## src/rtl/pipe_hazard_ctrl_if.sv

```systemverilog
// Pipeline-side view of the hazard controller: operand/hazard inputs in,
// stage enables, hold/flush strobes and statistics out.
interface pipe_hazard_ctrl_if #(
  parameter int CNT_W = 16
);
  logic [4:0]       ifid_rs;
  logic [4:0]       ifid_rt;
  logic             ifid_uses_rt;
  logic             idex_memread;
  logic [4:0]       idex_rt;
  logic             branch_taken;
  logic             mem_busy;
  logic             pc_write;
  logic             ifid_write;
  logic             ifid_flush;
  logic             idex_hold;
  logic             idex_flush;
  logic             exmem_hold;
  logic             halted;
  logic [CNT_W-1:0] stall_cnt;
  logic [CNT_W-1:0] flush_cnt;

  modport master (
    output ifid_rs, ifid_rt, ifid_uses_rt, idex_memread, idex_rt, branch_taken, mem_busy,
    input  pc_write, ifid_write, ifid_flush, idex_hold, idex_flush, exmem_hold,
           halted, stall_cnt, flush_cnt
  );

  modport slave (
    input  ifid_rs, ifid_rt, ifid_uses_rt, idex_memread, idex_rt, branch_taken, mem_busy,
    output pc_write, ifid_write, ifid_flush, idex_hold, idex_flush, exmem_hold,
           halted, stall_cnt, flush_cnt
  );
endinterface

```

## src/rtl/pipe_hazard_ctrl.sv

```systemverilog
// Load-use stall, taken-branch flush sequencing and data-memory wait freeze
// for the 5-stage pipe, with saturating statistics and a sticky timeout halt.
//
// state       | meaning
// ST_RUN      | normal issue; branch flush and load-use stall decoded here
// ST_FLUSH    | injecting the remaining branch-penalty bubbles
// ST_MEM_WAIT | last cycle(s) held on mem_busy; resumes RUN or FLUSH by pen_cnt
// ST_HALT     | memory timeout; pipe frozen until rst_n
module pipe_hazard_ctrl #(
  parameter int CNT_W          = 16,
  parameter int BRANCH_PENALTY = 1,
  parameter int MEM_TIMEOUT    = 64
) (
  input  logic               clk,
  input  logic               rst_n,
  pipe_hazard_ctrl_if.slave  bus
);
  localparam int WAIT_W = (MEM_TIMEOUT > 2) ? $clog2(MEM_TIMEOUT) : 1;

  typedef enum logic [1:0] {ST_RUN, ST_FLUSH, ST_MEM_WAIT, ST_HALT} state_t;

  state_t             state_q, state_d;
  logic [2:0]         pen_cnt_q, pen_cnt_d;
  logic [WAIT_W-1:0]  wait_cnt_q, wait_cnt_d;
  logic [CNT_W-1:0]   stall_cnt_q, stall_cnt_d;
  logic [CNT_W-1:0]   flush_cnt_q, flush_cnt_d;
  logic               halted_q, halted_d;

  logic pc_write, ifid_write, ifid_flush, idex_hold, idex_flush, exmem_hold;
  logic lu_haz, flush_mode, stall_inc, flush_inc;

  assign lu_haz = bus.idex_memread && (bus.idex_rt != 5'd0) &&
                  ((bus.idex_rt == bus.ifid_rs) ||
                   (bus.ifid_uses_rt && (bus.idex_rt == bus.ifid_rt)));

  // A wait that interrupted a branch penalty resumes the remaining bubbles.
  assign flush_mode = (state_q == ST_FLUSH) ||
                      ((state_q == ST_MEM_WAIT) && (pen_cnt_q != 3'd0));

  always_comb begin
    pc_write    = 1'b1;
    ifid_write  = 1'b1;
    ifid_flush  = 1'b0;
    idex_hold   = 1'b0;
    idex_flush  = 1'b0;
    exmem_hold  = 1'b0;
    state_d     = state_q;
    pen_cnt_d   = pen_cnt_q;
    wait_cnt_d  = wait_cnt_q;
    halted_d    = halted_q;
    stall_inc   = 1'b0;
    flush_inc   = 1'b0;

    if (!rst_n) begin
      pc_write   = 1'b0;
      ifid_write = 1'b0;
      ifid_flush = 1'b1;
      idex_flush = 1'b1;
    end else if (state_q == ST_HALT) begin
      pc_write   = 1'b0;
      ifid_write = 1'b0;
      idex_hold  = 1'b1;
      exmem_hold = 1'b1;
    end else if (bus.mem_busy) begin
      pc_write   = 1'b0;
      ifid_write = 1'b0;
      idex_hold  = 1'b1;
      exmem_hold = 1'b1;
      stall_inc  = 1'b1;
      if (wait_cnt_q == WAIT_W'(MEM_TIMEOUT - 1)) begin
        state_d  = ST_HALT;
        halted_d = 1'b1;
      end else begin
        state_d    = ST_MEM_WAIT;
        wait_cnt_d = wait_cnt_q + 1'b1;
      end
    end else begin
      wait_cnt_d = '0;
      state_d    = ST_RUN;
      if (flush_mode) begin
        ifid_flush = 1'b1;
        idex_flush = 1'b1;
        pen_cnt_d  = pen_cnt_q - 3'd1;
        state_d    = (pen_cnt_q == 3'd1) ? ST_RUN : ST_FLUSH;
      end else if (bus.branch_taken) begin
        ifid_flush = 1'b1;
        idex_flush = 1'b1;
        flush_inc  = 1'b1;
        if (BRANCH_PENALTY > 1) begin
          pen_cnt_d = 3'(BRANCH_PENALTY - 1);
          state_d   = ST_FLUSH;
        end
      end else if (lu_haz) begin
        pc_write   = 1'b0;
        ifid_write = 1'b0;
        idex_flush = 1'b1;
        stall_inc  = 1'b1;
      end
    end

    stall_cnt_d = (stall_inc && (stall_cnt_q != '1)) ? stall_cnt_q + 1'b1 : stall_cnt_q;
    flush_cnt_d = (flush_inc && (flush_cnt_q != '1)) ? flush_cnt_q + 1'b1 : flush_cnt_q;
  end

  always_ff @(posedge clk or negedge rst_n) begin
    if (!rst_n) begin
      state_q     <= ST_RUN;
      pen_cnt_q   <= '0;
      wait_cnt_q  <= '0;
      stall_cnt_q <= '0;
      flush_cnt_q <= '0;
      halted_q    <= 1'b0;
    end else begin
      state_q     <= state_d;
      pen_cnt_q   <= pen_cnt_d;
      wait_cnt_q  <= wait_cnt_d;
      stall_cnt_q <= stall_cnt_d;
      flush_cnt_q <= flush_cnt_d;
      halted_q    <= halted_d;
    end
  end

  assign bus.pc_write   = pc_write;
  assign bus.ifid_write = ifid_write;
  assign bus.ifid_flush = ifid_flush;
  assign bus.idex_hold  = idex_hold;
  assign bus.idex_flush = idex_flush;
  assign bus.exmem_hold = exmem_hold;
  assign bus.halted     = halted_q;
  assign bus.stall_cnt  = stall_cnt_q;
  assign bus.flush_cnt  = flush_cnt_q;
endmodule

```

## src/flat_wrapper.sv

```systemverilog
// flat-port wrapper written by rule: the top's interface ports become plain ports
module pipe_hazard_ctrl_flat 
#(
  parameter int CNT_W          = 16,
  parameter int BRANCH_PENALTY = 1,
  parameter int MEM_TIMEOUT    = 64
)
  (clk, rst_n, bus_ifid_rs, bus_ifid_rt, bus_ifid_uses_rt, bus_idex_memread, bus_idex_rt, bus_branch_taken, bus_mem_busy, bus_pc_write, bus_ifid_write, bus_ifid_flush, bus_idex_hold, bus_idex_flush, bus_exmem_hold, bus_halted, bus_stall_cnt, bus_flush_cnt);
  pipe_hazard_ctrl_if #(.CNT_W(CNT_W)) bus_i ();
  input  logic clk;
  input  logic rst_n;
  input wire logic [$bits(bus_i.ifid_rs)-1:0] bus_ifid_rs;
  input wire logic [$bits(bus_i.ifid_rt)-1:0] bus_ifid_rt;
  input wire logic [$bits(bus_i.ifid_uses_rt)-1:0] bus_ifid_uses_rt;
  input wire logic [$bits(bus_i.idex_memread)-1:0] bus_idex_memread;
  input wire logic [$bits(bus_i.idex_rt)-1:0] bus_idex_rt;
  input wire logic [$bits(bus_i.branch_taken)-1:0] bus_branch_taken;
  input wire logic [$bits(bus_i.mem_busy)-1:0] bus_mem_busy;
  output wire logic [$bits(bus_i.pc_write)-1:0] bus_pc_write;
  output wire logic [$bits(bus_i.ifid_write)-1:0] bus_ifid_write;
  output wire logic [$bits(bus_i.ifid_flush)-1:0] bus_ifid_flush;
  output wire logic [$bits(bus_i.idex_hold)-1:0] bus_idex_hold;
  output wire logic [$bits(bus_i.idex_flush)-1:0] bus_idex_flush;
  output wire logic [$bits(bus_i.exmem_hold)-1:0] bus_exmem_hold;
  output wire logic [$bits(bus_i.halted)-1:0] bus_halted;
  output wire logic [$bits(bus_i.stall_cnt)-1:0] bus_stall_cnt;
  output wire logic [$bits(bus_i.flush_cnt)-1:0] bus_flush_cnt;
  assign bus_i.ifid_rs = bus_ifid_rs;
  assign bus_i.ifid_rt = bus_ifid_rt;
  assign bus_i.ifid_uses_rt = bus_ifid_uses_rt;
  assign bus_i.idex_memread = bus_idex_memread;
  assign bus_i.idex_rt = bus_idex_rt;
  assign bus_i.branch_taken = bus_branch_taken;
  assign bus_i.mem_busy = bus_mem_busy;
  assign bus_pc_write = bus_i.pc_write;
  assign bus_ifid_write = bus_i.ifid_write;
  assign bus_ifid_flush = bus_i.ifid_flush;
  assign bus_idex_hold = bus_i.idex_hold;
  assign bus_idex_flush = bus_i.idex_flush;
  assign bus_exmem_hold = bus_i.exmem_hold;
  assign bus_halted = bus_i.halted;
  assign bus_stall_cnt = bus_i.stall_cnt;
  assign bus_flush_cnt = bus_i.flush_cnt;
  pipe_hazard_ctrl #(.CNT_W(CNT_W), .BRANCH_PENALTY(BRANCH_PENALTY), .MEM_TIMEOUT(MEM_TIMEOUT)) u_core (.clk(clk), .rst_n(rst_n), .bus(bus_i));
endmodule
```

## config.mk

```make
export PLATFORM = sky130hd
export DESIGN_NAME = pipe_hazard_ctrl_flat
export DESIGN_NICKNAME = d
export VERILOG_FILES = /design/src/rtl/pipe_hazard_ctrl_if.sv /design/src/rtl/pipe_hazard_ctrl.sv /design/src/flat_wrapper.sv
export SDC_FILE = /design/constraint.sdc
export NUM_CORES = 1
export LEC_CHECK = 0
export BUFFER_PORTS_ARGS = -buffer_cell sky130_fd_sc_hd__buf_4
export CORE_MARGIN = 8
export CORE_UTILIZATION = 45
export CTS_CLUSTER_SIZE = 24
export DETAILED_ROUTE_END_ITERATION = 16
export HOLD_SLACK_MARGIN = 0.15
export PLACE_DENSITY_LB_ADDON = 0.08
export SKIP_CTS_REPAIR_TIMING = 1
export SLEW_MARGIN = 30
export SYNTH_ARGS = -nofsm -noshare
export SYNTH_HDL_FRONTEND = slang
export SYNTH_SLANG_ARGS = --single-unit
export TNS_END_PERCENT = 100
```

## constraint.sdc

```tcl
create_clock -name clk -period 4.1 [get_ports clk]
set_clock_uncertainty 0.1 [all_clocks]
set_input_delay 0.41 -clock clk [delete_from_list [all_inputs] [get_ports clk]]
set_output_delay 0.41 -clock clk [all_outputs]
set_load 0.05 [all_outputs]
```

Word-level counts from Yosys, hierarchy flattened --
Cells that the tools add are included.
Word-level totals: flip-flop bits (word level) 44, bits in latches 0, bits in writable memories 0, memory bits (read-only) 0, bits of input ports 21, output and inout port bits 39, logic and storage cells 71, memories 0
Operators by class: add/sub/neg operators 4, $mul 0, div/mod/pow operators 0, magnitude comparators 0, equality and inequality tests 10, shift operators 0, multiplexer cells 35, bitwise operators 2, reduce and logical (&&, ||, !) cells 14
Operators with widths (count):
- adder 16 x 1 -> 16 bit (second input constant) | 2
- inequality test 16 bit (second input constant) | 2
- two-way mux 1 bit | 31
- two-way mux 6 bit | 2
- == test 5 bit | 2
- AND reduction 4 bit | 2
- adder 6 x 1 -> 6 bit (second input constant) | 1
- == test 6 bit (second input constant) | 1
- logical AND 1 bit | 6
- nonzero test 5 bit | 1
- == test 2 bit (second input constant) | 2
- two-way mux 2 bit | 2
- == test 3 x 1 -> 1 bit (second input constant) | 1
- AND reduction 3 bit | 1
- nonzero test 3 bit | 1
- subtractor 3 x 1 -> 3 bit (second input constant) | 1
- == test 2 x 1 -> 1 bit (second input constant) | 1
- logical OR 1 bit | 2
- inequality test 2 bit (second input constant) | 1
- NOT 1 bit | 2
- AND reduction 2 bit | 1

Logic depth before layout (Yosys ltp) --
depth in word-level cells 11, mapped depth 8, mapped depth without buffers 8

Worst setup path before layout --
No wires, ideal clock.
kind input port to output port, from in bus_idex_rt[0], to out bus_pc_write, data arrival time 2943 ps, required time 3590 ps, setup slack 647 ps, stages on the path 4, buffers on the path 1, cells stage by stage or4_1 -> o21a_2 -> a311oi_1 -> buf_4
Between the ends: cells in the longest elaborated chain, start to end 10, elaborated cells between the ends (all ways) 13, those cells by class eq/ne (2); mux (6); reduce/logical (5)
RTL lines:
- start: declaration | RTL line flat_wrapper.sv:16 | input wire logic [$bits(bus_i.idex_rt)-1:0] bus_idex_rt;
- == test 5 bit | RTL line pipe_hazard_ctrl.sv:34 | (bus.ifid_uses_rt && (bus.idex_rt == bus.ifid_rt)));
- logical AND 1 bit | RTL line pipe_hazard_ctrl.sv:34
- logical OR 1 bit | RTL line pipe_hazard_ctrl.sv:33 | ((bus.idex_rt == bus.ifid_rs) ||
- logical AND 1 bit (*) | RTL line pipe_hazard_ctrl.sv:32 | assign lu_haz = bus.idex_memread && (bus.idex_rt != 5'd0) &&
- two-way mux 1 bit (*) (6 in series)
- end: declaration | RTL line flat_wrapper.sv:19 | output wire logic [$bits(bus_i.pc_write)-1:0] bus_pc_write;
Mark *: on every way between the ends. The rest lies on a longest branch, timed or not.

Final worst setup path --
from in rst_n, to out bus_idex_flush
Between the ends: cells in the longest elaborated chain, start to end 1
RTL lines:
- start: declaration | RTL line flat_wrapper.sv:11 | input logic rst_n;
- two-way mux 1 bit | RTL line pipe_hazard_ctrl.sv:54 | if (!rst_n) begin
- end: declaration | RTL line flat_wrapper.sv:23 | output wire logic [$bits(bus_i.idex_flush)-1:0] bus_idex_flush;
No other way between the ends.

==> metrics <==
CP bufs+invs=4; Via density=5.15; most frequent CP cell=buf_4; Critical Path Slowest Stage Cell=dlygate4sd3_1; final core occ=57.3%; Period Utilization, post-route=72.6%; n_diodes=0; R2R depth=8; worst r2r src=u_core.pen_cnt_q[0]$_DFFE_PN0P_; cell leakage power=1.48 nW; vias in the first global route=1943; share of cells above drive strength 1=26.0%; Sum Neg Setup Slack=0 ps; yosys warns=0; P&R area growth vs syn=26.0%; Die Y=89.7 µm; Port-buffer cells=59; Netlist Area Pre-Place=2440 µm²; Top delay family on crit path=buffers and inverters; synthesized instance count=245; most common cell after layout, fill and taps aside=buf_4; CP Launch Type=input port; Post-Route WL=5490 µm; FF+latch count, synth=44; peak per-stage delay on the critical path=520 ps; H-tree depth=2; DRC Markers=0; commonest cells after routing, fill and taps aside=59 x buf_4, 44 x dfrtp_1, 26 x nand2_1, 22 x xnor2_1, 19 x xor2_1; Worst Tran Pin Value=629 ps; initial core utilization=45.5%; CP Data Arrival Time=2470 ps; total vias in the final route=1956; CTS Buf Count=5; hold-critical path depth=2; reg-to-reg critical path endpoint=u_core.bus.flush_cnt[15]$_DFFE_PN0P_; syn_nets=272; final hold vios=0; Post-synth EDFFs=0; largest net degree at the start of global routing=53; Antenna Violating Nets Remaining=0; fillers=484; Worst VDD drop=436 µV; IO Pins=60; Clock Path Buffers=2; top_reg_cell synth=dfrtp_1; RSZ-0062 raised after global routing=false; Final setup viols=0; first-pass GRT wire length=9340 µm; post-route minimum period=2980 ps; Max-Slew Margin vs Limit=58.1%; area of the multi-input gates=1270 µm²; Worst-Skew Late Latency=300 ps; synth unique cells=49; power per standard cell area=520 nW/µm²; Slew Limit Fails=0; FP Rows=27; grt ovf=0; Worst Hold End=u_core.wait_cnt_q[0]$_DFFE_PN0P_; register area=1100 µm²; routability congestion estimate=0.764; Die X-Extent=89.7 µm; CP Class=in -> out; CTS tree=yes; Async S/R FF share, synth=100%; Hold Crit Start=bus_mem_busy; Max Cap Violations=0; Detailed Place HPWL=4170 µm; root buf cell=clkbuf_8; Worst Setup End Kind=primary output; Worst EP required=3590 ps; worst-path cell chain=dlygate4sd3_1 > buf_4 > inv_1 > a21oi_1 > a31oi_1 > buf_4; DR pass1 iterations=4; Reg clk slew, reported paths=80 ps; nets@finish=334; area of the core=5370 µm²; initial DRC count=117; mean area per synthesized cell=9.98 µm²; Global Route Usage Sum=13.9%; Hold Path Class=in -> reg; initial antenna violation count=0; f_max=0.336 GHz; r2r setup slk=1810 ps; register area share after synthesis=45.0%; WL/cell=14.5 µm; number of clock sinks=44; status=finished clean; crit path max fanout=52; die footprint=8050 µm²
==> cells by family after synthesis <==
kind of cell    after synthesis  synth area share (%)
flops                        44                  45.0
fa+ha+maj                     6                  3.07
compound gates               35                  11.3
simple gates                 97                  20.5
mux                           5                  2.41
buf+inv                      17                  3.02
xor+xnor                     41                  14.7
==> metrics by stage <==
| stage | power, W | setup WS, ps | area [µm²] | hold WS [ps] | instances |
|---|---|---|---|---|---|
| global placement | 0.00126 | 1480 | 2950 | 343 | 371 |
| global route | 0.00171 | 823 | 3080 | 342 | 380 |
| finish | 0.00160 | 1120 | 3080 | 343 | 380 |
| CTS | 0.00163 | 1580 | 3070 | 40.1 | 379 |
| detailed placement | 0.00127 | 1430 | 2950 | 355 | 371 |
| floorplan | 0.00107 | 647 | 2440 | 14.4 | 245 |
==> Yosys cell counts (2+ instances only) <==
cell type  number  area share, %
dfrtp_1        44             45
nand2_1        26            4.0
xnor2_1        22            7.9
xor2_1         19            6.8
nor2_1         18            2.8
nand3_1        15            3.1
inv_1          12            1.8
a21oi_1        10            2.0
nor3_1          9            1.8
nand4_1         8            2.0
ha_1            6            3.1
o21ai_0         5            1.0
and3_1          4            1.0
and4_1          4            1.4
mux2_2          3            1.4
nor4_1          3           0.77
a21o_1          2           0.61
a31oi_1         2           0.51
and2_1          2           0.51
buf_4           2           0.61
==> area by class of cell <==
type	count	area share, %
multi-input combinational	184	41.2
clock inverter	2	1.26
timing repair buffer	60	14.7
tap	72	2.92
inverter	12	1.46
clock buffer	6	2.68
sequential	44	35.7
==> report_power, final <==
group | internal [W] | switching, W
sequential | 0.000522 | 0.000111
clock | 0.000199 | 0.000152
combinational | 0.000219 | 0.000398
total | 0.000941 | 0.000661
==> routing by layer <==
metal / GRT usage, % / up-vias / share of wire (%)
met5: 0 / - / 0
met4: 5.08 / 0 / 1.4
met2: 22.3 / 34 / 48
met3: 3.82 / 7 / 4.2
li1: - / 981 / -
met1: 17.4 / 934 / 46
==> state kept, by name, summed over array words and instances (netlist names) <==
signal                flops
u_core.state_q            2
u_core.pen_cnt_q          3
u_core.bus.stall_cnt     16
u_core.wait_cnt_q         6
u_core.bus.halted         1
u_core.bus.flush_cnt     16
==> worst max path at each step <==
stage / start / to / slack [ps] / cells after the start
4_1_cts: rst_n / bus_pc_write / 1580 / 4
5_1_grt: rst_n / bus_ifid_write / 820 / 5
6_report: rst_n / bus_idex_flush / 1120 / 6
2_1_floorplan: bus_idex_rt[0] / bus_pc_write / 650 / 4
3_3_place_gp: rst_n / u_core.bus.flush_cnt[15]$_DFFE_PN0P_ / 1480 / 7
3_5_place_dp: rst_n / u_core.bus.stall_cnt[10]$_DFFE_PN0P_ / 1430 / 6
(Power assumes the default switching activity.)
